**config.mk**
```make
export PLATFORM = sky130hd
export DESIGN_NAME = fht_bank_loader_flat
export DESIGN_NICKNAME = d
export VERILOG_FILES = /design/src/rtl/fht_bank_loader_if.sv /design/src/rtl/fht_bank_loader.sv /design/src/flat_wrapper.sv
export SDC_FILE = /design/constraint.sdc
export NUM_CORES = 1
export LEC_CHECK = 0
export ABC_AREA = 1
export BUFFER_PORTS_ARGS = -buffer_cell sky130_fd_sc_hd__buf_2
export CORE_ASPECT_RATIO = 0.5
export CORE_MARGIN = 2
export CORE_UTILIZATION = 25
export CTS_CLUSTER_SIZE = 30
export DETAILED_ROUTE_END_ITERATION = 12
export PLACE_DENSITY_LB_ADDON = 0.15
export SLEW_MARGIN = 40
export SYNTH_ARGS = -nofsm -noshare
export SYNTH_HDL_FRONTEND = slang
export SYNTH_SLANG_ARGS = --single-unit
```
**constraint.sdc**
```tcl
create_clock -name iCLK -period 1.45 [get_ports iCLK]
set_input_delay 0.2175 -clock iCLK [delete_from_list [all_inputs] [get_ports iCLK]]
set_output_delay 0.2175 -clock iCLK [all_outputs]
set_load 0.1 [all_outputs]
```
**src/rtl/fht_bank_loader_if.sv**
```systemverilog
// Sample-stream and RAM-write bus of the FHT bank loader.
// The slave modport is the loader's view; master is the ADC/RAM side.
interface fht_bank_loader_if #(
    parameter int D_BIT     = 16,
    parameter int A_BIT     = 8,
    parameter int NUM_BANKS = 4
);
    logic                 iVALID;
    logic [D_BIT-2:0]     iDATA;
    logic                 oREADY;
    logic [NUM_BANKS-1:0] oWE;
    logic [D_BIT-1:0]     oDATA;
    logic [A_BIT-1:0]     oADDR;

    modport master (
        output iVALID, iDATA,
        input  oREADY, oWE, oDATA, oADDR
    );

    modport slave (
        input  iVALID, iDATA,
        output oREADY, oWE, oDATA, oADDR
    );
endinterface

```
**src/rtl/fht_bank_loader.sv**
```systemverilog
// FHT sample loader: spreads a sign-extended ADC stream over NUM_BANKS RAM banks, then starts and tracks the core.
// Optional macro FHT_LOADER_BITREV_EN adds the bit-reversed line order selected by iMODE.
module fht_bank_loader #(
    parameter int D_BIT     = 16,
    parameter int A_BIT     = 8,
    parameter int NUM_BANKS = 4
) (
    input  logic                    iCLK,
    input  logic                    iRESET,
    input  logic                    iARM,
    input  logic                    iMODE,
    fht_bank_loader_if.slave        bus,
    output logic                    oSTART,
    input  logic                    iRDY,
    output logic                    oBUSY,
    output logic                    oDONE
);
    localparam int BANK_W = $clog2(NUM_BANKS);
    localparam int CNT_W  = A_BIT + BANK_W;
    localparam logic [CNT_W-1:0]     LAST_CNT = {CNT_W{1'b1}};
    localparam logic [CNT_W-1:0]     CNT_ONE  = {{(CNT_W-1){1'b0}}, 1'b1};
    localparam logic [NUM_BANKS-1:0] WE_ONE   = {{(NUM_BANKS-1){1'b0}}, 1'b1};

    typedef enum logic [2:0] {
        IDLE      = 3'd0,
        LOAD      = 3'd1,
        FIRE      = 3'd2,
        WAIT_BUSY = 3'd3,
        WAIT_RDY  = 3'd4
    } state_t;

    state_t               state_r;
    logic [CNT_W-1:0]     cnt_r;
    logic                 mode_r;
    logic                 ready_r;
    logic [NUM_BANKS-1:0] we_r;
    logic [D_BIT-1:0]     data_r;
    logic [A_BIT-1:0]     addr_r;
    logic                 start_r;
    logic                 busy_r;
    logic                 done_r;

    logic [A_BIT-1:0]     line_s;
    logic [BANK_W-1:0]    bank_s;
    logic [A_BIT-1:0]     addr_s;
    logic                 accept_s;

`ifdef FHT_LOADER_BITREV_EN
    function automatic logic [A_BIT-1:0] bit_reverse(input logic [A_BIT-1:0] line);
        logic [A_BIT-1:0] rev;
        for (int i = 0; i < A_BIT; i++) begin
            rev[i] = line[A_BIT-1-i];
        end
        return rev;
    endfunction
`endif

    assign line_s   = cnt_r[CNT_W-1:BANK_W];
    assign bank_s   = cnt_r[BANK_W-1:0];
    assign accept_s = bus.iVALID & ready_r & (state_r == LOAD);

    // Line address of the sample currently offered, in the latched order.
    always_comb begin
        addr_s = line_s;
`ifdef FHT_LOADER_BITREV_EN
        if (mode_r) begin
            addr_s = bit_reverse(line_s);
        end else begin
            addr_s = line_s;
        end
`endif
    end

`ifndef FHT_LOADER_BITREV_EN
    logic mode_unused_s;
    assign mode_unused_s = iMODE | mode_r;
`endif

    // Load/handshake FSM with all outputs registered.
    always_ff @(posedge iCLK) begin
        if (iRESET) begin
            state_r <= IDLE;
            cnt_r   <= {CNT_W{1'b0}};
            mode_r  <= 1'b0;
            ready_r <= 1'b0;
            we_r    <= {NUM_BANKS{1'b0}};
            data_r  <= {D_BIT{1'b0}};
            addr_r  <= {A_BIT{1'b0}};
            start_r <= 1'b0;
            busy_r  <= 1'b0;
            done_r  <= 1'b0;
        end else begin
            we_r    <= {NUM_BANKS{1'b0}};
            start_r <= 1'b0;
            done_r  <= 1'b0;
            case (state_r)
                IDLE: begin
                    // done_r high means this is the exit cycle; a fresh arm is needed.
                    if (iARM && !done_r) begin
                        state_r <= LOAD;
`ifdef FHT_LOADER_BITREV_EN
                        mode_r  <= iMODE;
`else
                        mode_r  <= 1'b0;
`endif
                        cnt_r   <= {CNT_W{1'b0}};
                        ready_r <= 1'b1;
                        busy_r  <= 1'b1;
                    end
                end
                LOAD: begin
                    if (accept_s) begin
                        we_r   <= WE_ONE << bank_s;
                        addr_r <= addr_s;
                        data_r <= {bus.iDATA[D_BIT-2], bus.iDATA};
                        if (cnt_r == LAST_CNT) begin
                            state_r <= FIRE;
                            ready_r <= 1'b0;
                        end else begin
                            cnt_r <= cnt_r + CNT_ONE;
                        end
                    end
                end
                FIRE: begin
                    start_r <= 1'b1;
                    state_r <= WAIT_BUSY;
                end
                WAIT_BUSY: begin
                    if (!iRDY) begin
                        state_r <= WAIT_RDY;
                    end
                end
                WAIT_RDY: begin
                    if (iRDY) begin
                        state_r <= IDLE;
                        busy_r  <= 1'b0;
                        done_r  <= 1'b1;
                    end
                end
                default: begin
                    state_r <= IDLE;
                    ready_r <= 1'b0;
                    busy_r  <= 1'b0;
                end
            endcase
        end
    end

    assign bus.oREADY = ready_r;
    assign bus.oWE    = we_r;
    assign bus.oDATA  = data_r;
    assign bus.oADDR  = addr_r;
    assign oSTART     = start_r;
    assign oBUSY      = busy_r;
    assign oDONE      = done_r;
endmodule

```
**src/flat_wrapper.sv**
```systemverilog
// flat-port wrapper written by rule: the top's interface ports become plain ports
module fht_bank_loader_flat 
#(
    parameter int D_BIT     = 16,
    parameter int A_BIT     = 8,
    parameter int NUM_BANKS = 4
)
  (iCLK, iRESET, iARM, iMODE, oSTART, iRDY, oBUSY, oDONE, bus_iVALID, bus_iDATA, bus_oREADY, bus_oWE, bus_oDATA, bus_oADDR);
  fht_bank_loader_if #(.D_BIT(D_BIT), .A_BIT(A_BIT), .NUM_BANKS(NUM_BANKS)) bus_i ();
  input  logic iCLK;
  input  logic iRESET;
  input  logic iARM;
  input  logic iMODE;
  output logic oSTART;
  input  logic iRDY;
  output logic oBUSY;
  output logic oDONE;
  input wire logic [$bits(bus_i.iVALID)-1:0] bus_iVALID;
  input wire logic [$bits(bus_i.iDATA)-1:0] bus_iDATA;
  output wire logic [$bits(bus_i.oREADY)-1:0] bus_oREADY;
  output wire logic [$bits(bus_i.oWE)-1:0] bus_oWE;
  output wire logic [$bits(bus_i.oDATA)-1:0] bus_oDATA;
  output wire logic [$bits(bus_i.oADDR)-1:0] bus_oADDR;
  assign bus_i.iVALID = bus_iVALID;
  assign bus_i.iDATA = bus_iDATA;
  assign bus_oREADY = bus_i.oREADY;
  assign bus_oWE = bus_i.oWE;
  assign bus_oDATA = bus_i.oDATA;
  assign bus_oADDR = bus_i.oADDR;
  fht_bank_loader #(.D_BIT(D_BIT), .A_BIT(A_BIT), .NUM_BANKS(NUM_BANKS)) u_core (.iCLK(iCLK), .iRESET(iRESET), .iARM(iARM), .iMODE(iMODE), .bus(bus_i), .oSTART(oSTART), .iRDY(iRDY), .oBUSY(oBUSY), .oDONE(oDONE));
endmodule
```
Yosys cells after proc, flatten, opt, wreduce, memory -nomap -nowiden
Cells that the tools add are included.
{"block": "word_totals", "register_bits": 44, "input_bits": 21, "out_inout_bits": 32}
{"block": "classes", "addsub": 1, "eq_ne": 11, "shift": 1, "muxes": 18, "n_bitwise": 7, "n_reduce_logical": 13}
{"op": "10-bit 2-to-1 mux", "n": 3}
{"op": "10-bit case mux with 2 select lines", "n": 1}
{"op": "3-bit 2-to-1 mux", "n": 5}
{"op": "3-bit case mux with 5 select lines", "n": 1}
{"op": "10-bit by 1-bit adder with 10-bit output (second input constant)", "n": 1}
{"op": "10-bit equality test (second input constant)", "n": 1}
{"op": "3-bit OR reduction", "n": 3}
{"op": "2-bit inequality test (second input constant)", "n": 4}
{"op": "4-bit AND reduction", "n": 2}
{"op": "3-bit by 2-bit equality test with 1-bit output (second input constant)", "n": 2}
{"op": "1-bit 2-to-1 mux", "n": 6}
{"op": "1-bit case mux with 3 select lines", "n": 2}
{"op": "1-bit inverter", "n": 5}
{"op": "5-bit AND reduction", "n": 1}
{"op": "2-bit by 1-bit inequality test with 1-bit output (second input constant)", "n": 2}
{"op": "1-bit by 2-bit << shifter with 4-bit output (first input constant)", "n": 1}
{"op": "3-bit by 1-bit equality test with 1-bit output (second input constant)", "n": 1}
{"op": "3-bit equality test (second input constant)", "n": 1}
{"op": "3-bit logical NOT", "n": 1}
{"op": "3-bit AND reduction", "n": 1}
{"op": "1-bit AND", "n": 2}
{"op": "2-bit AND reduction", "n": 1}
{"op": "2-bit nonzero test", "n": 1}
{"op": "2-bit OR reduction", "n": 1}
{"op": "2 further kinds", "n": 2}

Logic depth before layout (Yosys ltp)
Gate-level depths: netlist of run 1.
{"block": "depth", "ltp_word": 4, "ltp_mapped": 11, "ltp_nobuf": 10}

Worst setup path after synthesis of run 1
Ideal clock, no wire load.
{"block": "synth_timing", "kind": "register to register", "startpoint": "register u_core.ready_r (netlist: u_core.bus.oREADY)", "endpoint": "register u_core.addr_r[1] (netlist: u_core.bus.oADDR[1])", "setup_ns": 0.071, "arrival_ns": 1.901, "required_time_ns": 1.379, "setup_slack_ns": -0.522, "path_stages_with_launch": 6, "cell_sequence": "dfxtp_1 -> nand2_1 -> nor2_4 -> clkbuf_1 -> o21ai_0 -> a21oi_1"}
{"block": "synth_via", "elab_chain_len": 3}
{"element": "from (decl)", "line": "fht_bank_loader.sv:35", "source": "logic ready_r;"}
{"element": "from (signal assigned)", "line": "fht_bank_loader.sv:85", "source": "ready_r <= 1'b0;"}
{"element": "from (signal assigned)", "line": "fht_bank_loader.sv:107", "source": "ready_r <= 1'b1;"}
{"element": "from (signal assigned)", "line": "fht_bank_loader.sv:118", "source": "ready_r <= 1'b0;"}
{"element": "1-bit AND (2 in a row)", "line": "fht_bank_loader.sv:60", "source": "assign accept_s = bus.iVALID & ready_r & (state_r == LOAD);"}
{"element": "2-bit AND reduction (no source line)"}
{"element": "to (signal assigned)", "line": "fht_bank_loader.sv:88", "source": "addr_r <= {A_BIT{1'b0}};"}
{"element": "to (signal assigned)", "line": "fht_bank_loader.sv:114", "source": "addr_r <= addr_s;"}
{"element": "to (decl)", "line": "fht_bank_loader.sv:38", "source": "logic [A_BIT-1:0] addr_r;"}
Every way passes these cells.
A chain may end at the register's enable or synchronous reset.

Worst setup path in the final report of run 1
{"block": "layout_timing", "startpoint": "register u_core.cnt_r[1]", "endpoint": "register u_core.cnt_r[5]"}
{"block": "layout_via", "elab_chain_len": 4, "word_cells_on_any_way": 7, "classes_between": "add/sub: 1; eq/ne: 2; mux: 3; reduce/logical: 1"}
{"element": "from (decl)", "line": "fht_bank_loader.sv:33", "source": "logic [CNT_W-1:0] cnt_r;"}
{"element": "from (signal assigned)", "line": "fht_bank_loader.sv:83", "source": "cnt_r <= {CNT_W{1'b0}};"}
{"element": "from (signal assigned)", "line": "fht_bank_loader.sv:106", "source": "cnt_r <= {CNT_W{1'b0}};"}
{"element": "from (signal assigned)", "line": "fht_bank_loader.sv:120", "source": "cnt_r <= cnt_r + CNT_ONE;"}
{"element": "10-bit by 1-bit adder with 10-bit output", "line": "fht_bank_loader.sv:120"}
{"element": "10-bit 2-to-1 mux", "line": "fht_bank_loader.sv:116", "source": "if (cnt_r == LAST_CNT) begin"}
{"element": "10-bit 2-to-1 mux", "line": "fht_bank_loader.sv:112", "source": "if (accept_s) begin"}
{"element": "10-bit case mux with 2 select lines", "line": "fht_bank_loader.sv:96", "source": "case (state_r)"}
Several ways; a longest one is shown, not always the timed one. The select of a mux whose other input is x is not followed.

==> flow_summary_export.csv, run 1 <==
group,metric,value,unit
setup_path,timing_worst_setup_path_type,"flip-flop to flip-flop",
cells_and_area,antenna-diode-count,0,
yosys,synth-edff-count,0,
yosys,asyncSetResetFlopFracSynth,0,%
floorplanning,start_util,26.5,%
routing,routed_wire_length,5.10,mm
pwr,powerDensity,1290,nW/µm²
sta,finalCritPeriodShare,96.2,%
yosys,synth-seq-area-share,44.2,%
setup_path,crit_start,"u_core.cnt_r[1]",
setup_path,crit_buf_inv,2,
job,max_cap_viol_count,0,
pwr,sequentialPowerShare,37.8,%
cells_and_area,multiInputGateArea,947,µm²
setup_path,library_cell_contributing_the_largest_single_delay_on_the_critical_path,"sky130_fd_sc_hd__dfxtp_2",
cells_and_area,seqCellArea,891,µm²
pwr,intPower,2310,µW
sta,layout_setup_ws,0.0552,ns
worst_hold_path,min_from,"bus_iDATA[12]",
cells_and_area,final-instance-count-excl-fill,451,
setup_path,worstSetupEndpointType,"flip-flop",
sta,clock-skew-final,0.00360,ns
yosys,syn-cell-area,1990,µm²
clocking,tritoncts.num_buffers,5,
cells_and_area,layout-area-overhead-vs-synth,36.2,%
yosys,postSynth.topFlopCell,"sky130_fd_sc_hd__dfxtp_1",
pwr,peakVddDrop,0.000421,V
setup_path,r2r-start,"u_core.cnt_r[1]",
place,dp_cells,441,
yosys,yosysTopAreaCellShare,44.2,%
routing,routed_vias,1898,
routing,drt-vias-per-instance,4.21,
clocking,clock_latency,0.28,ns
setup_path,worst_setup_path_start_kind,"flip-flop",
yosys,yosys_warnings,0,
clocking,cts_max_path_buffers,2,
setup_path,critPathMaxFanout,4,
global_routing,groute.usage.overall,12.8,%
global_routing,maximum_number_of_pins_on_one_net_before_global_route_repair,27,
place,dpl_worst_slack,0.0264,ns
yosys,flip_flop_and_latch_count_after_synthesis,44,
setup_path,rrSetupSlack,0.06,ns
place,hpwl_detailed,3.88,mm
setup_path,path_cells,"ha_2, nand2_2, nor2_4, nand3_2, nand2_4, nand2_4, buf_4, nand3_2, nand2_1, inv_1, nor2_1",
sta,fmax,717,MHz
pwr,total_leakage_power,0.00130,µW
global_routing,antenna_found_initial,0,
yosys,synth.cells.most_frequent,"54 x sky130_fd_sc_hd__nor2_1, 44 x sky130_fd_sc_hd__dfxtp_1, 40 x sky130_fd_sc_hd__nand2_1, 27 x sky130_fd_sc_hd__o21ai_0, 19 x sky130_fd_sc_hd__inv_1",
setup_path,critPathRequiredTime,1.64,ns
routing,drt_first_iter_violations,93,
pwr,power.share.combinational,27.5,%
global_routing,overflow,0,
routing,route.detailed.wl_per_inst,11.3,µm
sta,slew_headroom,67.3,%
sta,rsz_0062_raised_after_global_routing,"yes",
yosys,synth_top_cells_by_area,"sky130_fd_sc_hd__dfxtp_1 44%, sky130_fd_sc_hd__nor2_1 10%, sky130_fd_sc_hd__nand2_1 7.5%",
yosys,synthesis.nets,290,
floorplanning,dieWidth,130,µm
clocking,worst_setup_hold_path_clk_slew,0.06,ns
place,number_of_i_o_port_buffers,51,
yosys,yosysTopAreaCell,"sky130_fd_sc_hd__dfxtp_1",
clocking,cts_tree,"yes",
yosys,netlist-cell-type-count,25,
place,gp_congestion,0.823,
worst_hold_path,holdCritPathClass,"primary input to flip-flop",
clocking,ctsRootBufferMaster,"sky130_fd_sc_hd__clkbuf_16",
floorplanning,die-area,8750,µm²
pwr,net_sw_share,34.1,%
pwr,clockPowerShare,34.7,%
clocking,sink_count,44,
pwr,power.net_switching,1200,µW
sta,hold-worst-slack,0.153,ns
floorplanning,io-pin-count,53,
cells_and_area,layout-drive-gt1-share,35.6,%
yosys,syn-instance-count,268,
global_routing,number_of_global_route_vias_before_repair,1828,
sta,period_minus_slack,1.39,ns
sta,timing.final.max_slew_violations,0,
setup_path,worstPathArrival,1.58,ns
sta,report.final.setup_viol,0,
cells_and_area,num-fill-cells,819,
routing,drcViolationCount,0,
routing,ant_nets,0,
yosys,syn_avg_cell_area,7.44,µm²
setup_path,max_stage_delay,0.33,ns
floorplanning,fp.coreArea,7510,µm²
clocking,h_tree_depth,2,
sta,max_slew.worst_pin.slew,0.493,ns
cells_and_area,finish.net_count,364,
outcome,outcome,"finished, final reports clean",
floorplanning,dieHeight,67.1,µm
setup_path,cell_type_group_with_the_largest_total_delay_on_the_critical_path,"simple AND/OR/NAND/NOR gates",
floorplanning,placement_rows,22,
sta,hold_violations,0,
global_routing,grt_first_pass_wirelength,8.70,mm
routing,drt_first_pass_iters,4,
yosys,synthMostInstantiatedCell,"sky130_fd_sc_hd__nor2_1",
clocking,cts_hold_buffers,0,
==> power groups by stage <==
stage               Clock, µW  Combinational [µW]  Sequential, µW
finish                   1220                 964            1330
CTS                      1270                 950            1320
floorplan                   0                 399            1660
global route             1330                1050            1340
global placement            0                 940            1350
detailed placement          0                 948            1350
==> path summary, 6_finish.rpt <==
kind                          end  cells past startpoint
max               u_core.cnt_r[5]                     11
min          u_core.bus.oDATA[12]                      3
min reg2reg          u_core.oBUSY                      2
max reg2reg       u_core.cnt_r[5]                     11
==> sequential cells by signal, summed over array words and instances (netlist names) <==
signal and cells:
u_core.cnt_r 10, u_core.bus.oDATA 15, u_core.oBUSY 1, u_core.bus.oADDR 8, u_core.oSTART 1, u_core.bus.oWE 4
u_core.state_r 3, u_core.bus.oREADY 1, u_core.oDONE 1
==> stage by stage <==
stage               setup TNS, ns  total power (µW)  instance area [µm²]  util, %
floorplan                       0              2060                 2000        -
global placement                0              2290                 2510     33.5
detailed placement              0              2300                 2510     33.5
CTS                             0              3540                 2670     35.6
global route              -0.0893              3710                 2710     36.1
finish                          0              3510                 2710     36.1
==> worst reg2reg max path, cell delays in order (launching register included) <==
cell and delay (ns):
sky130_fd_sc_hd__dfxtp_2 0.33, sky130_fd_sc_hd__ha_2 0.19, sky130_fd_sc_hd__nand2_2 0.08, sky130_fd_sc_hd__nor2_4 0.10
sky130_fd_sc_hd__nand3_2 0.11, sky130_fd_sc_hd__nand2_4 0.09, sky130_fd_sc_hd__nand2_4 0.07, sky130_fd_sc_hd__buf_4 0.16
sky130_fd_sc_hd__nand3_2 0.05, sky130_fd_sc_hd__nand2_1 0.04, sky130_fd_sc_hd__inv_1 0.04, sky130_fd_sc_hd__nor2_1 0.03
==> area by class of cell <==
cell class,count,area share (%)
multi-input cells,187,34.9
inverters,26,3.96
repair buffers,78,17.5
well taps,108,4.98
clock inverters,1,0.184
flip-flops and latches,44,32.8
clock buffers,7,5.67
==> metal layers <==
layer,vias to the layer above,track usage (%),wire length (µm)
li1,1010,-,-
met1,849,17.5,2690
met2,35,19.8,2100
met3,4,4.12,276
met4,0,2.96,35
met5,-,0,0
==> cells by family after synthesis <==
logic type                 synth area share [%]
buffers and inverters                      9.17
AOI/OAI and AO/OA                          10.8
adders and majority gates                 0.628
DFF                                        44.2
and+or+nand+nor                            35.2
==> layout by cell type (no fill, tap or decap) <==
cell                        synthesis  routed
sky130_fd_sc_hd__nor2_1            54      52
sky130_fd_sc_hd__buf_2              2      51
sky130_fd_sc_hd__nand2_1           40      40
sky130_fd_sc_hd__dfxtp_1           44      38
sky130_fd_sc_hd__o21ai_0           27      27
sky130_fd_sc_hd__buf_4              2      25
sky130_fd_sc_hd__inv_1             19      19
sky130_fd_sc_hd__nand3_1           16      16
sky130_fd_sc_hd__a21oi_1           16      16
sky130_fd_sc_hd__nand3_2            8       8
sky130_fd_sc_hd__nor3_1             8       8
sky130_fd_sc_hd__clkbuf_16          0       6
sky130_fd_sc_hd__inv_2              5       5
sky130_fd_sc_hd__nand2_4            4       5
sky130_fd_sc_hd__dfxtp_2            0       5
sky130_fd_sc_hd__nor2_2             2       3
sky130_fd_sc_hd__nand2_2            4       3
sky130_fd_sc_hd__nor2_4             2       3
sky130_fd_sc_hd__nand4_1            3       3
sky130_fd_sc_hd__nand3_4            1       1
sky130_fd_sc_hd__inv_6              1       1
sky130_fd_sc_hd__clkinv_4           1       1
sky130_fd_sc_hd__nand3b_1           1       1
sky130_fd_sc_hd__ha_2               0       1
sky130_fd_sc_hd__clkbuf_1           5       1
sky130_fd_sc_hd__clkinv_2           0       1
sky130_fd_sc_hd__buf_12             1       1
sky130_fd_sc_hd__buf_6              1       1
sky130_fd_sc_hd__dfxtp_4            0       1
==> repair_timing <==
action | CTS | global route
setup buffers | 0 | 2
setup endpoints to repair | 0 | 13
gates resized for setup | 0 | 9
Power figures use the tool's default switching activity.
==> run 2: changes to the inputs <==
==> constraint.sdc (replaced) <==
create_clock -name iCLK -period 1.2 [get_ports iCLK]
set_input_delay 0.18 -clock iCLK [delete_from_list [all_inputs] [get_ports iCLK]]
set_output_delay 0.18 -clock iCLK [all_outputs]
set_load 0.1 [all_outputs]
==> run 2 against run 1 <==
Against the previous run: the flow now finishes with violations (setup timing); maximum frequency grew 3.4%; cell area grew 32%; sequential share of layout area shrank 6.7 points; clock power rose by 19%; final cell count increased by 4.7%; critical path depth is 1 lower; critical endpoint is now u_core.cnt_r[4]; largest power group unchanged; highest routed layer unchanged.
==> flow_summary_export.csv, run 2 (synthesis results as in run 1) <==
group,metric,value,unit
job,max_cap_viol_count,0,
sta,finalSetupTns,-1.73,ns
setup_path,worst_setup_path_start_kind,"flip-flop",
floorplanning,dieWidth,130,µm
place,number_of_i_o_port_buffers,51,
setup_path,reg2reg_to,"u_core.cnt_r[4]",
sta,rsz_0062_raised_after_global_routing,"yes",
cells_and_area,final-instance-count-excl-fill,472,
worst_hold_path,min_from,"bus_iDATA[14]",
setup_path,worstPathArrival,1.57,ns
pwr,peakVddDrop,0.000819,V
cells_and_area,layout_common_cells,"43 x sky130_fd_sc_hd__nor2_1, 39 x sky130_fd_sc_hd__buf_4, 37 x sky130_fd_sc_hd__nand2_1",
global_routing,antenna_found_initial,0,
worst_hold_path,holdCritPathClass,"primary input to flip-flop",
cells_and_area,layout-area-overhead-vs-synth,79.4,%
global_routing,use_met1,16.5,%
floorplanning,placement_rows,22,
clocking,h_tree_depth,2,
worst_hold_path,holdPathEnd,"u_core.bus.oDATA[14]",
global_routing,gr-usage-met3,5.07,%
sta,max_slew.worst_pin.slew,0.228,ns
routing,drcViolationCount,0,
global_routing,global_route.peak_usage_layer,"met2",
sta,clock-skew-final,0.00347,ns
global_routing,maximum_number_of_pins_on_one_net_before_global_route_repair,31,
global_routing,grt_first_pass_wirelength,9.11,mm
sta,report.final.setup_viol,24,
setup_path,reg2reg_depth,10,
cells_and_area,layout-drive-gt1-share,51.4,%
clocking,cts_tree,"yes",
sta,fmax,741,MHz
setup_path,path_cells,"ha_4, nand2_4, nor2_4, nand3_2, nand2_4, nand2_8, nand2_8, buf_4, nand2_1, a21oi_1",
setup_path,rrSetupSlack,-0.15,ns
place,hpwl_detailed,4.18,mm
clocking,tritoncts.num_buffers,5,
clocking,worst_setup_hold_path_clk_slew,0.06,ns
setup_path,critPathMaxFanout,6,
sta,finalCritPeriodShare,112,%
floorplanning,die-area,8750,µm²
floorplanning,dieHeight,67.1,µm
global_routing,groute.usage.overall,13.6,%
clocking,cts_hold_buffers,0,
cells_and_area,final_core_util,47.6,%
setup_path,max_stage_delay,0.36,ns
sta,hold_violations,0,
global_routing,grtUsageMet2,22.6,%
cells_and_area,final_common_cell,"sky130_fd_sc_hd__nor2_1",
place,detailed_place.area,3190,µm²
cells_and_area,finish.instance_area,3580,µm²
floorplanning,fp.coreArea,7510,µm²
routing,drt-vias-per-instance,4.32,
floorplanning,io-pin-count,53,
floorplanning,start_util,26.5,%
routing,drt_first_iter_violations,87,
clocking,clock_latency,0.28,ns
routing,routed_vias,2041,
routing,routed_wire_length,5.74,mm
setup_path,critPathRequiredTime,1.42,ns
clocking,sink_count,44,
global_routing,number_of_global_route_vias_before_repair,1959,
setup_path,timing_worst_setup_path_type,"flip-flop to flip-flop",
routing,drt_first_pass_iters,4,
setup_path,worstSetupEndpointType,"flip-flop",
pwr,total_leakage_power,0.00154,µW
routing,route.detailed.wl_per_inst,12.2,µm
clocking,cts_max_path_buffers,2,
worst_hold_path,holdPathStages,3,
clocking,ctsRootBufferMaster,"sky130_fd_sc_hd__clkbuf_16",
sta,slew_headroom,84.8,%
routing,ant_nets,0,
cells_and_area,largest_reg_flops,15,
place,dpl_worst_slack,-0.189,ns
outcome,violations,"setup timing",
cells_and_area,finish.net_count,385,
outcome,outcome,"finished, violations left",
sta,layout_setup_ws,-0.149,ns
sta,timing.final.max_slew_violations,0,
pwr,powerDensity,1290,nW/µm²
sta,period_minus_slack,1.35,ns
place,gp_congestion,0.908,
setup_path,r2r-start,"u_core.cnt_r[0]",
cells_and_area,antenna-diode-count,0,
setup_path,library_cell_contributing_the_largest_single_delay_on_the_critical_path,"sky130_fd_sc_hd__dfxtp_4",
place,dp_cells,456,
global_routing,overflow,0,
## run 2: area by class of cell
| cell class | count | area [µm²] |
|---|---|---|
| clock buffers | 7 | 154 |
| fillers | 724 | 3940 |
| flip-flops and latches | 44 | 936 |
| multi-input cells | 187 | 1050 |
| inverters | 26 | 118 |
| well taps | 108 | 135 |
| repair buffers | 99 | 1180 |
| clock inverters | 1 | 5.00 |
## run 2: report_power, final
group / total, µW / switching, µW / leakage [µW] / internal, µW
Combinational: 1490 / 885 / 0.00109 / 607
Clock: 1450 / 559 / 0.0000790 / 895
Sequential: 1660 / 95.7 / 0.000373 / 1560
Total: 4610 / 1540 / 0.00154 / 3070
## run 2: timing repair
item | in CTS | in global routing
gates resized for setup | 15 | 31
setup endpoints to repair | 33 | 42
pin swaps | 8 | 7
cloned | 0 | 2
buffers inserted | 2 | 4
## run 2: stage by stage
stage,power (µW),hold WS (ns)
detailed placement,3050,0.408
floorplan,2530,0.310
finish,4610,0.117
global route,4850,0.122
CTS,4540,0.112
global placement,3020,0.402
## run 2: how the worst max path moves through the flow
stage	start	end	depth (start not counted)
floorplan	u_core.cnt_r[0]	u_core.cnt_r[5]	11
global placement	u_core.cnt_r[0]	u_core.cnt_r[6]	10
detailed placement	u_core.cnt_r[0]	u_core.cnt_r[0]	10
CTS	u_core.cnt_r[0]	u_core.cnt_r[1]	10
global route	u_core.cnt_r[0]	u_core.cnt_r[6]	10
finish	u_core.cnt_r[0]	u_core.cnt_r[4]	10
## run 2: worst max-delay path: cells and delay by family, from the launching register on
kind	cells	cell delay [ns]
buf+inv	1	0.10
flops	1	0.36
simple gates	7	0.57
fa+ha+maj	1	0.15
compound gates	1	0.10
## run 2: per-layer routing
metal	vias to the layer above	part of all wire [%]
li1	1059	-
met1	936	46
met2	36	47
met3	10	4.6
met4	0	1.6
met5	-	0
